==> src/rtl/seq_pattern_gen.sv <==
// Serial pattern transmitter: emits a W-bit pattern MSB first, repeated reps times
// with optional idle-low gaps, as a stimulus source for serial sequence detectors.
module seq_pattern_gen #(
  parameter int              W       = 5,
  parameter logic [W-1:0]    PATTERN = 5'b10010,
  parameter int              CNT_W   = 4,
  parameter int              GAP_W   = 3
) (
  input  logic             clk,
  input  logic             rst,
  input  logic             start,
  input  logic             use_def,
  input  logic [W-1:0]     pat_in,
  input  logic [CNT_W-1:0] reps,
  input  logic [GAP_W-1:0] gap,
  output logic             j,
  output logic             j_valid,
  output logic             busy,
  output logic             done,
  output logic             last_bit
);

  localparam int IDX_W = (W > 1) ? $clog2(W) : 1;
  localparam logic [IDX_W-1:0] IDX_TOP = IDX_W'(W - 1);

  localparam logic [1:0] S_IDLE  = 2'd0;
  localparam logic [1:0] S_SHIFT = 2'd1;
  localparam logic [1:0] S_GAP   = 2'd2;
  localparam logic [1:0] S_DONE  = 2'd3;

  logic [1:0]       r_state;
  logic [W-1:0]     r_pat;
  logic [CNT_W-1:0] r_rep;
  logic [GAP_W-1:0] r_gap_ld;
  logic [GAP_W-1:0] r_gap_cnt;
  logic [IDX_W-1:0] r_idx;
  logic             r_j, r_valid, r_busy, r_done, r_last;

  logic [1:0]       w_state_nx;
  logic [W-1:0]     w_pat_nx;
  logic [CNT_W-1:0] w_rep_nx;
  logic [GAP_W-1:0] w_gap_ld_nx;
  logic [GAP_W-1:0] w_gap_cnt_nx;
  logic [IDX_W-1:0] w_idx_nx;
  logic             w_load;
  logic             w_j_nx, w_valid_nx, w_busy_nx, w_done_nx, w_last_nx;

  always_comb begin
    w_state_nx   = r_state;
    w_pat_nx     = r_pat;
    w_rep_nx     = r_rep;
    w_gap_ld_nx  = r_gap_ld;
    w_gap_cnt_nx = r_gap_cnt;
    w_idx_nx     = r_idx;
    w_load       = 1'b0;

    case (r_state)
      S_IDLE: begin
        if (start) begin
          w_pat_nx    = use_def ? PATTERN : pat_in;
          w_rep_nx    = reps;
          w_gap_ld_nx = gap;
          if (reps != '0) w_load = 1'b1;
          else            w_state_nx = S_DONE;
        end
      end
      S_SHIFT: begin
        if (r_idx != '0) begin
          w_idx_nx = r_idx - IDX_W'(1);
        end else begin
          // Final bit of a repetition is on the line now; decide what follows it.
          w_rep_nx = r_rep - CNT_W'(1);
          if (w_rep_nx == '0) begin
            w_state_nx = S_DONE;
          end else if (r_gap_ld != '0) begin
            w_state_nx   = S_GAP;
            w_gap_cnt_nx = r_gap_ld;
          end else begin
            w_load = 1'b1;
          end
        end
      end
      S_GAP: begin
        if (r_gap_cnt <= GAP_W'(1)) w_load = 1'b1;
        else                        w_gap_cnt_nx = r_gap_cnt - GAP_W'(1);
      end
      default: begin
        w_state_nx = S_IDLE;
      end
    endcase

    if (w_load) begin
      w_state_nx = S_SHIFT;
      w_idx_nx   = IDX_TOP;
    end

    // Outputs are registered from the next state so they line up with it cycle-for-cycle.
    w_valid_nx = (w_state_nx == S_SHIFT);
    w_busy_nx  = (w_state_nx == S_SHIFT) || (w_state_nx == S_GAP);
    w_done_nx  = (w_state_nx == S_DONE);
    w_j_nx     = w_valid_nx & w_pat_nx[w_idx_nx];
    w_last_nx  = w_valid_nx && (w_idx_nx == '0);
  end

  always_ff @(posedge clk) begin
    if (rst) begin
      r_state   <= S_IDLE;
      r_pat     <= '0;
      r_rep     <= '0;
      r_gap_ld  <= '0;
      r_gap_cnt <= '0;
      r_idx     <= '0;
      r_j       <= 1'b0;
      r_valid   <= 1'b0;
      r_busy    <= 1'b0;
      r_done    <= 1'b0;
      r_last    <= 1'b0;
    end else begin
      r_state   <= w_state_nx;
      r_pat     <= w_pat_nx;
      r_rep     <= w_rep_nx;
      r_gap_ld  <= w_gap_ld_nx;
      r_gap_cnt <= w_gap_cnt_nx;
      r_idx     <= w_idx_nx;
      r_j       <= w_j_nx;
      r_valid   <= w_valid_nx;
      r_busy    <= w_busy_nx;
      r_done    <= w_done_nx;
      r_last    <= w_last_nx;
    end
  end

  assign j        = r_j;
  assign j_valid  = r_valid;
  assign busy     = r_busy;
  assign done     = r_done;
  assign last_bit = r_last;

endmodule

==> config.mk <==
export PLATFORM = sky130hd
export DESIGN_NAME = seq_pattern_gen
export DESIGN_NICKNAME = d
export VERILOG_FILES = /design/src/rtl/seq_pattern_gen.sv
export SDC_FILE = /design/constraint.sdc
export NUM_CORES = 1
export LEC_CHECK = 0
export BUFFER_PORTS_ARGS = -buffer_cell sky130_fd_sc_hd__buf_4
export CAP_MARGIN = 20
export CORE_ASPECT_RATIO = 0.7
export CORE_MARGIN = 1.5
export CORE_UTILIZATION = 41
export DETAILED_ROUTE_END_ITERATION = 7
export HOLD_SLACK_MARGIN = 0.08
export SLEW_MARGIN = 20
export SYNTH_ARGS = -nofsm -noshare
export SYNTH_HDL_FRONTEND = slang
export SYNTH_SLANG_ARGS = --single-unit
==> constraint.sdc <==
create_clock -name clk -period 2.6 [get_ports clk]
set_input_delay 0.13 -clock clk [delete_from_list [all_inputs] [get_ports clk]]
set_output_delay 0.13 -clock clk [all_outputs]
set_load 0.1 [all_outputs]
* After elaboration in Yosys (flattened, before gate mapping)
Index checks and enable logic that the tools add are counted.
** Cells by class
- Multiplexer cells :: 30
- Bitwise operators :: 1
- Magnitude comparators :: 2
- Reductions and logical operators :: 13
- $add $sub $neg :: 3
- Eq/ne operators :: 10
** Operators with widths (count)
- $mux 3 :: 7
- $mux 5 :: 3
- $mux 2 :: 6
- $ne 2x2->1 const B :: 5
- $mux 4 :: 2
- $pmux 4 s2 :: 1
- $mux 1 :: 7
- $eq 2x2->1 const B :: 3
- $pmux 2 s3 :: 1
- $pmux 3 s2 :: 1
- $reduce_bool 3->1 :: 2
- $sub 3x1->3 const B :: 2
- $reduce_and 5->1 :: 1
- $eq 2x1->1 const B :: 2
- $logic_not 4->1 :: 1
- $lt 3x4->1 const B :: 1
- $reduce_bool 2->1 :: 2
- $reduce_bool 4->1 :: 1
- $sub 4x1->4 const B :: 1
- $bmux 1 s3 :: 1
- $le 3x1->1 const B :: 1
- $logic_not 3->1 :: 1
- $pmux 1 s3 :: 1
- $reduce_and 3->1 :: 1
- 5 further kinds :: 5
** Storage, ports and cells
- Output and inout port bits :: 5
- Input bits :: 16
- Logic and storage cells :: 70
- Register bits :: 25

* Logic depth before layout (Yosys ltp)
Gate-level depths: netlist of the first run.
- Depth after elaboration :: 9
- Depth in mapped cells :: 11
- Depth with buffers taken out :: 11

* Worst setup path before layout of the first run
OpenSTA, ideal clock, no wires.
- Path type :: register to register
- Start point :: reg r_rep[0]
- End point :: reg r_last (netlist: last_bit)
- Cell stages (with the launch flop) :: 10
- Required time :: 2.485 ns
- Arrival time :: 2.042 ns
- Clock period less this slack :: 2.157 ns
- Library setup time :: 0.115 ns
- Slack :: 0.443 ns
- Buffers on the path :: 0
- Cells stage by stage :: dfxtp_1 -> or3_4 -> nand3_2 -> o21ai_1 -> a211o_1 -> a211oi_1 -> a21oi_1 -> ha_1 -> nor2b_1 -> and3_1
** Between the ends
- Word-level cells in the longest chain between the ends :: 8
- Elaborated cells between the ends (all ways) :: 13
- Those cells by class :: add/sub (1); eq/ne (1); mux (8); reduce/logical (3)
** RTL lines
- start: declaration :: line 33 : logic [CNT_W-1:0] r_rep;
- start signal: assignment :: line 121 : r_rep <= w_rep_nx;
- $sub 4x1->4 (*) :: line 72 : w_rep_nx = r_rep - CNT_W'(1);
- $logic_not 4->1 (*) :: line 73 : if (w_rep_nx == '0) begin
- $mux 2 or $mux 1 (tied branches) :: line 73
- $mux 2 or $mux 1 (tied branches) :: line 68 : if (r_idx != '0) begin
- $pmux 2 s3 or $pmux 1 s3 (tied branches) :: line 57 : case (r_state)
- $mux 2 (*) :: line 92 : if (w_load) begin
- named net w_state_nx[0] :: line 39 : logic [1:0] w_state_nx;
- $eq 2x1->1 (*) :: line 98 : w_valid_nx = (w_state_nx == S_SHIFT);
- named net w_valid_nx :: line 46 : logic w_j_nx, w_valid_nx, w_busy_nx, w_done_nx, w_last_nx;
- $logic_and 1x1->1 (*) :: line 102 : w_last_nx = w_valid_nx && (w_idx_nx == '0);
- end signal: assignment :: line 129 : r_last <= w_last_nx;
- end: declaration :: line 37 : logic r_j, r_valid, r_busy, r_done, r_last;
The timed path passes the listed nets; every way through them passes the cells marked *.
A chain may end at the register's enable or synchronous reset.

* Worst setup path after layout of the first run
Same ends and word-level chain as after synthesis.

==> flow_summary.ini, run 1 <==
[floorplan]
io_pins = 21
start_util_pct = 44.8
core_area_sq_um = 3280
dieHeight_um = 53.0
rows = 17
dieArea_sq_um = 3950
die_w_um = 74.5

[timing]
period_minus_slack_ns = 2.34
max_freq_mhz = 427
finalClockSkew_ns = 0.00881
min_period_over_period_pct = 90.0
hold_viol = 0
slew-limit-headroom_pct = 67.5
setup_viol = 0
rsz0062_at_grt = false
maxSlewViolCount = 0
tns_ns = 0
tightest_slew_ns = 0.487

[clock_network]
cts_setup_buffers = 0
cts.sinks = 25
max-clock-path-buffers = 2
ctsResizeCount = 0
clock_latency_ns = 0.27
h-tree-depth = 1
clk_pin_slew_ns = 0.09
cts_root_buf = clkbuf_8
postCtsHoldBufs = 0
cts_made_buffers = 3
cts_tree = built

[critical_path]
endpoint_kind = register
r2r_setup_slack_ns = 0.26
slowest_stage = a211o_1
startpoint_type = register
reg2reg_from = r_rep[0]
reg2regPathDepth = 11
cp.required_ns = 2.77
cp_common_cell = ha_1
critPathMaxFanout = 5
cp_cell_sequence = inv_1, ha_1, nor2_1, nand3_2, o21ai_1, a211o_1, a211oi_2, a21oi_1, ha_1, nor2b_1, and3_1
crit_type = register to register
r2r-end = last_bit
cp_slowest_stage_delay_ns = 0.39
worstPathArrival_ns = 2.51

[worst_hold_path]
hold_path.class = input pin to register
hold_path_depth = 3
min_from = gap[1]
holdPathEnd = r_gap_ld[1]

[final_layout]
antennaDiodeCount = 0
post-route-util_pct = 53.3
fin_nets = 228
n_fill_cell = 333
area_delta_synth_final_pct = 19.1
drive_gt1_share_pct = 19.2

[logic_synthesis]
yosys_most_used_dff = dfxtp_1
synth_seq_area_share_pct = 34.1
syn-num-nets = 205
avgSynthCellArea_sq_um = 8.10
yosysWarnings = 0
synth_edf_count = 0
synth.distinct_cells = 48
synth-seq-cells = 25
syn-instance-count = 181
async_flop_share_pct = 0
syn_area_sq_um = 1470

[routing]
vias = 1349
drt_wl_total_mm = 3.50
avgViaCountPerCell = 5.40
ant_nets = 0
route.detailed.drc = 0
first_iter_violations = 113
wl_per_cell_um = 14.0
first_pass_iters = 4

[flow_run]
maxCapViolCount = 0

[global_routing]
grt_max_degree = 22
groute.usage.overall_pct = 19.2
grt_pass1_wl_mm = 5.64
antenna_found_initial = 0
grt_pass1_vias = 1229
overflow = 0

[placement]
gp_congestion = 0.846
dp_hpwl_mm = 2.69
io_buffer_count = 20

[outcome]
outcome = finished clean

[power]
vdd_drop_max_v = 0.000517
p_per_area_nw_per_um2 = 1320
leakagePower_nw = 0.691
==> sequential cells by signal, indices dropped and copies added (netlist names) <==
name and cells:
r_pat 5, r_rep 4, r_gap_cnt 3, r_gap_ld 3, r_idx 3, r_state 2, busy 1, done 1
j 1, j_valid 1, last_bit 1
==> layout make-up <==
cell class / count / area (sq um) / area share (%)
clock inverter: 1 / 5.00 / 0.287
multi-input combinational: 139 / 912 / 52.2
inverter: 9 / 33.8 / 1.93
clock buffer: 3 / 41.3 / 2.36
tap: 47 / 58.8 / 3.37
timing repair buffer: 26 / 195 / 11.2
sequential: 25 / 500 / 28.7
==> synth_stat cells, types with 3 or more instances <==
cell,count,area share [%]
mux2i_1,3,2.0
nand2b_1,5,2.1
a21oi_1,19,6.5
dfxtp_1,25,34
nor2b_1,8,3.4
o21ai_1,5,1.7
nor3_1,3,1.0
clkbuf_1,7,1.8
nand2_1,16,4.1
nand3_1,4,1.4
o21ai_0,3,1.0
ha_1,8,6.8
inv_1,8,2.0
nor2_1,21,5.4
a211oi_1,6,3.1
==> worst max-delay path by stage <==
stage                to      from  slack (ns)
5_1_grt               j  r_rep[0]        0.04
4_1_cts        last_bit  r_rep[0]        0.20
3_5_place_dp   last_bit  r_rep[0]        0.21
6_report       last_bit  r_rep[0]        0.26
3_3_place_gp   last_bit  r_rep[0]        0.30
2_1_floorplan  last_bit  r_rep[0]        0.44
==> layout by cell type, fill, tap and decap left out, types with 3 or more instances in the layout <==
cell	instances
dfxtp_1	25
nor2_1	21
nor2b_1	8
inv_1	8
mux2i_1	3
nor3_1	3
a21oi_1	19
o21ai_1	5
o21ai_0	3
nand2_1	16
clkbuf_8	3
buf_4	26
a211oi_1	5
ha_1	8
nand3_1	4
nand2b_1	5
==> worst max-delay path, delay by kind of cell, from the launching register on <==
family,cells,cell delay [ns]
simple gates,4,0.48
fa+ha+maj,2,0.47
buf+inv,1,0.11
flops,1,0.35
compound gates,4,0.83
==> metrics by stage <==
stage	hold slack, ns	cell area, sq um	power, mW	instances	worst slack, ns
2_1_floorplan	0.217	1470	1.69	181	0.443
3_3_place_gp	0.380	1690	2.01	246	0.296
3_5_place_dp	0.386	1690	2.04	246	0.212
4_1_cts	0.0999	1740	2.27	250	0.199
5_1_grt	0.117	1750	2.49	250	0.0444
6_report	0.106	1750	2.30	250	0.260
==> logic make-up after synthesis <==
| family | synth area share, % |
|---|---|
| buffers and inverters | 4.44 |
| adder cells (fa/ha/maj) | 6.83 |
| XOR/XNOR | 0.597 |
| flip-flops | 34.1 |
| multiplexers | 4.61 |
| AO/OA/AOI/OAI | 23.8 |
| AND/OR/NAND/NOR | 25.6 |
==> report_power, final <==
part	total [mW]	switching, mW	internal, mW
registers	0.633	0.124	0.509
clock network	0.232	0.124	0.107
logic	1.43	0.885	0.549
==> metal layers <==
layer / part of all wire [%] / vias up / global-route usage [%]
li1: - / 688 / -
met2: 42 / 30 / 30.1
met5: 0 / - / 0
met1: 53 / 629 / 26.5
met4: 0.40 / 0 / 3.94
met3: 4.1 / 2 / 4.95
(Power assumes the default switching activity.)
==> run 2, diff against run 1 <==
--- a/config.mk
+++ b/config.mk
@@ -12,6 +12,7 @@
 export CORE_UTILIZATION = 41
 export DETAILED_ROUTE_END_ITERATION = 7
 export HOLD_SLACK_MARGIN = 0.08
+export PLACE_DENSITY = 0.56
 export SLEW_MARGIN = 20
 export SYNTH_ARGS = -nofsm -noshare
 export SYNTH_HDL_FRONTEND = slang
==> flow_summary.ini, run 2 (synthesis results as in run 1) <==
[critical_path]
crit_type = register to register
reg2regPathDepth = 11
reg2reg_from = r_rep[1]
crit_end = last_bit
critPathMaxFanout = 5
crit_start = r_rep[1]
r2r_setup_slack_ns = 0.26
worstPathArrival_ns = 2.52
r2r-end = last_bit
cp.required_ns = 2.78
startpoint_type = register
endpoint_kind = register

[global_routing]
groute.usage.overall_pct = 19.7
overflow = 0
grt_max_degree = 22
grt_pass1_vias = 1226
antenna_found_initial = 0
grt_pass1_wl_mm = 5.80

[timing]
period_minus_slack_ns = 2.34
rsz0062_at_grt = false
slew-limit-headroom_pct = 65.9
hold_viol = 0
fin_ws_ns = 0.256
finalClockSkew_ns = 0.00226
setup_viol = 0
min_period_over_period_pct = 90.2
maxSlewViolCount = 0
tns_ns = 0
hold_slack_ns = 0.0990
tightest_slew_ns = 0.511
max_freq_mhz = 427

[power]
leakagePower_nw = 0.690
p_per_area_nw_per_um2 = 1310
total_power_mw = 2.30
vdd_drop_max_v = 0.000522

[final_layout]
drive_gt1_share_pct = 19.1
area_delta_synth_final_pct = 19.3
antennaDiodeCount = 0
largest_reg_flops = 5
post-route-util_pct = 53.4
post_layout_nonfiller_instances = 251
reg_top3 = r_pat x5, r_rep x4
finalInstanceArea_sq_um = 1750
top_register = r_pat
layout_commonest_cell = buf_4
final_cell_mix = 27 x buf_4, 25 x dfxtp_1, 21 x nor2_1, 19 x a21oi_1, 16 x nand2_1
fin_nets = 229

[floorplan]
core_area_sq_um = 3280
start_util_pct = 44.8
rows = 17
die_w_um = 74.5
dieArea_sq_um = 3950
io_pins = 21
dieHeight_um = 53.0

[routing]
route.detailed.drc = 0
vias = 1343
avgViaCountPerCell = 5.35
ant_nets = 0
first_iter_violations = 56
first_pass_iters = 4
wl_per_cell_um = 13.5
drt_wl_total_mm = 3.38

[worst_hold_path]
hold_path.class = input pin to register

[clock_network]
h-tree-depth = 1
clock_latency_ns = 0.27
cts.sinks = 25
max-clock-path-buffers = 2
cts_made_buffers = 3
clk_pin_slew_ns = 0.09
cts_setup_buffers = 0
cts_tree = built
cts_root_buf = clkbuf_8

[placement]
io_buffer_count = 20
gp_congestion = 0.798
dp_hpwl_mm = 2.61
place_inst = 247
place_ws_ns = 0.238
dpl-instance-area_sq_um = 1700

[outcome]
outcome = finished clean

[flow_run]
maxCapViolCount = 0
[run 2: cell types whose count changed in the layout (fill, tap and decap cells not counted)]
cell,previous run,this run
nor2b_2,0,1
o22ai_1,1,2
clkbuf_1,0,1
o22ai_2,1,0
buf_4,26,27
nor2b_1,8,7
clkinv_2,1,0
[run 2: critical path, cell delays in order (launching register included)]
cell      delay [ns]
dfxtp_1         0.34
inv_1           0.11
ha_1            0.26
nor2_1          0.08
nand3_2         0.08
o21ai_1         0.06
a211o_1         0.39
a211oi_2        0.27
a21oi_1         0.09
ha_1            0.23
nor2b_2         0.16
and3_1          0.16
[run 2: worst min path at each step]
stage,start,cells past startpoint,slack (ns),to
3_5_place_dp,gap[0],3,0.39,r_gap_ld[0]
4_1_cts,gap[0],3,0.1,r_gap_ld[0]
5_1_grt,gap[0],3,0.09,r_gap_ld[0]
2_1_floorplan,rst,1,0.22,j_valid
6_report,gap[0],3,0.1,r_gap_ld[0]
3_3_place_gp,gap[1],3,0.38,r_gap_ld[1]
[run 2: routing by layer]
metal / share of wire, % / global-route usage (%)
met1: 54 / 28.1
met2: 40 / 29.5
met3: 5.6 / 4.95
met4: 1.2 / 5.45
met5: 0 / 0
[run 2: area by class of cell]
cell class / count / area (sq um)
clock buffers: 4 / 45.0
multi-input cells: 139 / 908
inverters: 9 / 33.8
repair buffers: 27 / 203
fillers: 336 / 1530
flip-flops and latches: 25 / 500
well taps: 47 / 58.8
[run 2: what timing repair did]
| action | in CTS | in global routing |
|---|---|---|
| gates resized for setup | 0 | 2 |
| hold buffers | 0 | 0 |
| setup endpoints to repair | 0 | 2 |
[run 2: report_power, final]
part	switching (mW)	internal, mW	leakage, nW	total (mW)
combinational	0.876	0.555	0.462	1.43
clock	0.128	0.110	0.0228	0.238
sequential	0.119	0.509	0.205	0.628
total	1.12	1.17	0.690	2.30
==> run 3, diff against run 2 <==
--- a/config.mk
+++ b/config.mk
@@ -13,6 +13,7 @@
 export DETAILED_ROUTE_END_ITERATION = 7
 export HOLD_SLACK_MARGIN = 0.08
 export PLACE_DENSITY = 0.56
+export SETUP_SLACK_MARGIN = 0.4
 export SLEW_MARGIN = 20
 export SYNTH_ARGS = -nofsm -noshare
 export SYNTH_HDL_FRONTEND = slang
==> flow_summary.ini, run 3 (synthesis results as in run 1) <==
[routing]
avgViaCountPerCell = 5.26
first_iter_violations = 64
vias = 1356
ant_nets = 0
drt_wl_total_mm = 3.52
first_pass_iters = 4
route.detailed.drc = 0
wl_per_cell_um = 13.6

[clock_network]
cts_made_buffers = 3
h-tree-depth = 1
clk_pin_slew_ns = 0.08
max-clock-path-buffers = 2
cts.sinks = 25
cts_tree = built
postCtsHoldBufs = 0
clock_latency_ns = 0.27
cts_root_buf = clkbuf_8

[power]
leakagePower_nw = 0.732
vdd_drop_max_v = 0.000517
p_per_area_nw_per_um2 = 1340

[timing]
min_period_over_period_pct = 83.8
slew-limit-headroom_pct = 63.7
tightest_slew_ns = 0.543
tns_ns = 0
max_freq_mhz = 459
finalClockSkew_ns = 0.00177
rsz0062_at_grt = true
period_minus_slack_ns = 2.18
maxSlewViolCount = 0
setup_viol = 0
hold_viol = 0

[floorplan]
dieHeight_um = 53.0
dieArea_sq_um = 3950
die_w_um = 74.5
core_area_sq_um = 3280
start_util_pct = 44.8
io_pins = 21
rows = 17

[critical_path]
worstPathArrival_ns = 2.34
startpoint_type = register
crit_type = register to register
cp.required_ns = 2.76
endpoint_kind = register
critPathMaxFanout = 4

[placement]
dp_hpwl_mm = 2.61
gp_congestion = 0.798
io_buffer_count = 20
dpl-instance-area_sq_um = 1700

[final_layout]
antennaDiodeCount = 0
final_cell_mix = 34 x buf_4, 21 x nor2_1, 21 x dfxtp_1, 18 x a21oi_1, 16 x nand2_1
largest_reg_flops = 5
fin_nets = 236
area_delta_synth_final_pct = 27.3
finalInstanceArea_sq_um = 1870
reg_top3 = r_pat x5, r_rep x4
drive_gt1_share_pct = 28.9
top_register = r_pat
layout_commonest_cell = buf_4

[global_routing]
grt_max_degree = 22
grt_pass1_wl_mm = 5.91
grt_pass1_vias = 1245
antenna_found_initial = 0
groute.usage.overall_pct = 20.2
overflow = 0

[worst_hold_path]
hold_path.class = input pin to register

[outcome]
outcome = finished clean

[flow_run]
maxCapViolCount = 0
==> run 3: worst paths after layout <==
| path | cells after the start | startpoint | endpoint | slack [ns] |
|---|---|---|---|---|
| max | 9 | r_rep[1] | j | 0.42 |
| min | 3 | gap[0] | r_gap_ld[0] | 0.10 |
| max reg2reg | 9 | r_rep[1] | j | 0.42 |
| min reg2reg | 2 | r_gap_ld[2] | r_gap_ld[2] | 0.49 |
==> run 3: through the flow <==
step                      hold WS, ns  utilization [%]  std cells  setup WS [ns]  total power, mW
after global placement          0.381             51.8        247          0.296             2.03
after global routing           0.0909             57.0        258          0.305             2.70
after detailed placement        0.391             51.8        247          0.238             2.04
final                           0.100             57.0        258          0.422             2.50
after floorplan                 0.217                -        181          0.443             1.69
after CTS                      0.0964             54.2        254          0.408             2.32
==> run 3: final cells by class <==
cell class,instances,area (sq um)
fillers,335,1410
multi-input cells,139,963
flip-flops and latches,25,510
repair buffers,34,255
well taps,47,58.8
clock buffers,4,45.0
inverters,9,33.8
==> run 3: report_power, final <==
part | total [mW] | switching (mW) | internal (mW)
Sequential | 0.645 | 0.124 | 0.520
Clock | 0.233 | 0.124 | 0.110
Combinational | 1.62 | 0.935 | 0.684
Total | 2.50 | 1.18 | 1.31
==> run 3: worst max-delay path, cell delays in order (launching register included) <==
cell and delay [ns]:
dfxtp_4 0.36, or3_4 0.40, nand3_2 0.08, o21ai_2 0.05, a211o_1 0.33, a211oi_2 0.30, a21oi_2 0.06, ha_2 0.19
nor2b_4 0.13, a21boi_2 0.16
==> run 3: repair_timing <==
item | in CTS | in global routing
setup buffers | 3 | 4
gates resized for setup | 4 | 17
endpoints found under the hold margin | 0 | 0
setup endpoints to repair | 4 | 6
pin swaps | 2 | 4
==> run 3: layer usage <==
layer	GRT usage (%)	vias to the layer above	wire (um)
li1	-	707	-
met2	30.4	34	1440
met1	28.5	611	1810
met4	5.45	0	41
met3	4.95	4	226
met5	0	-	0
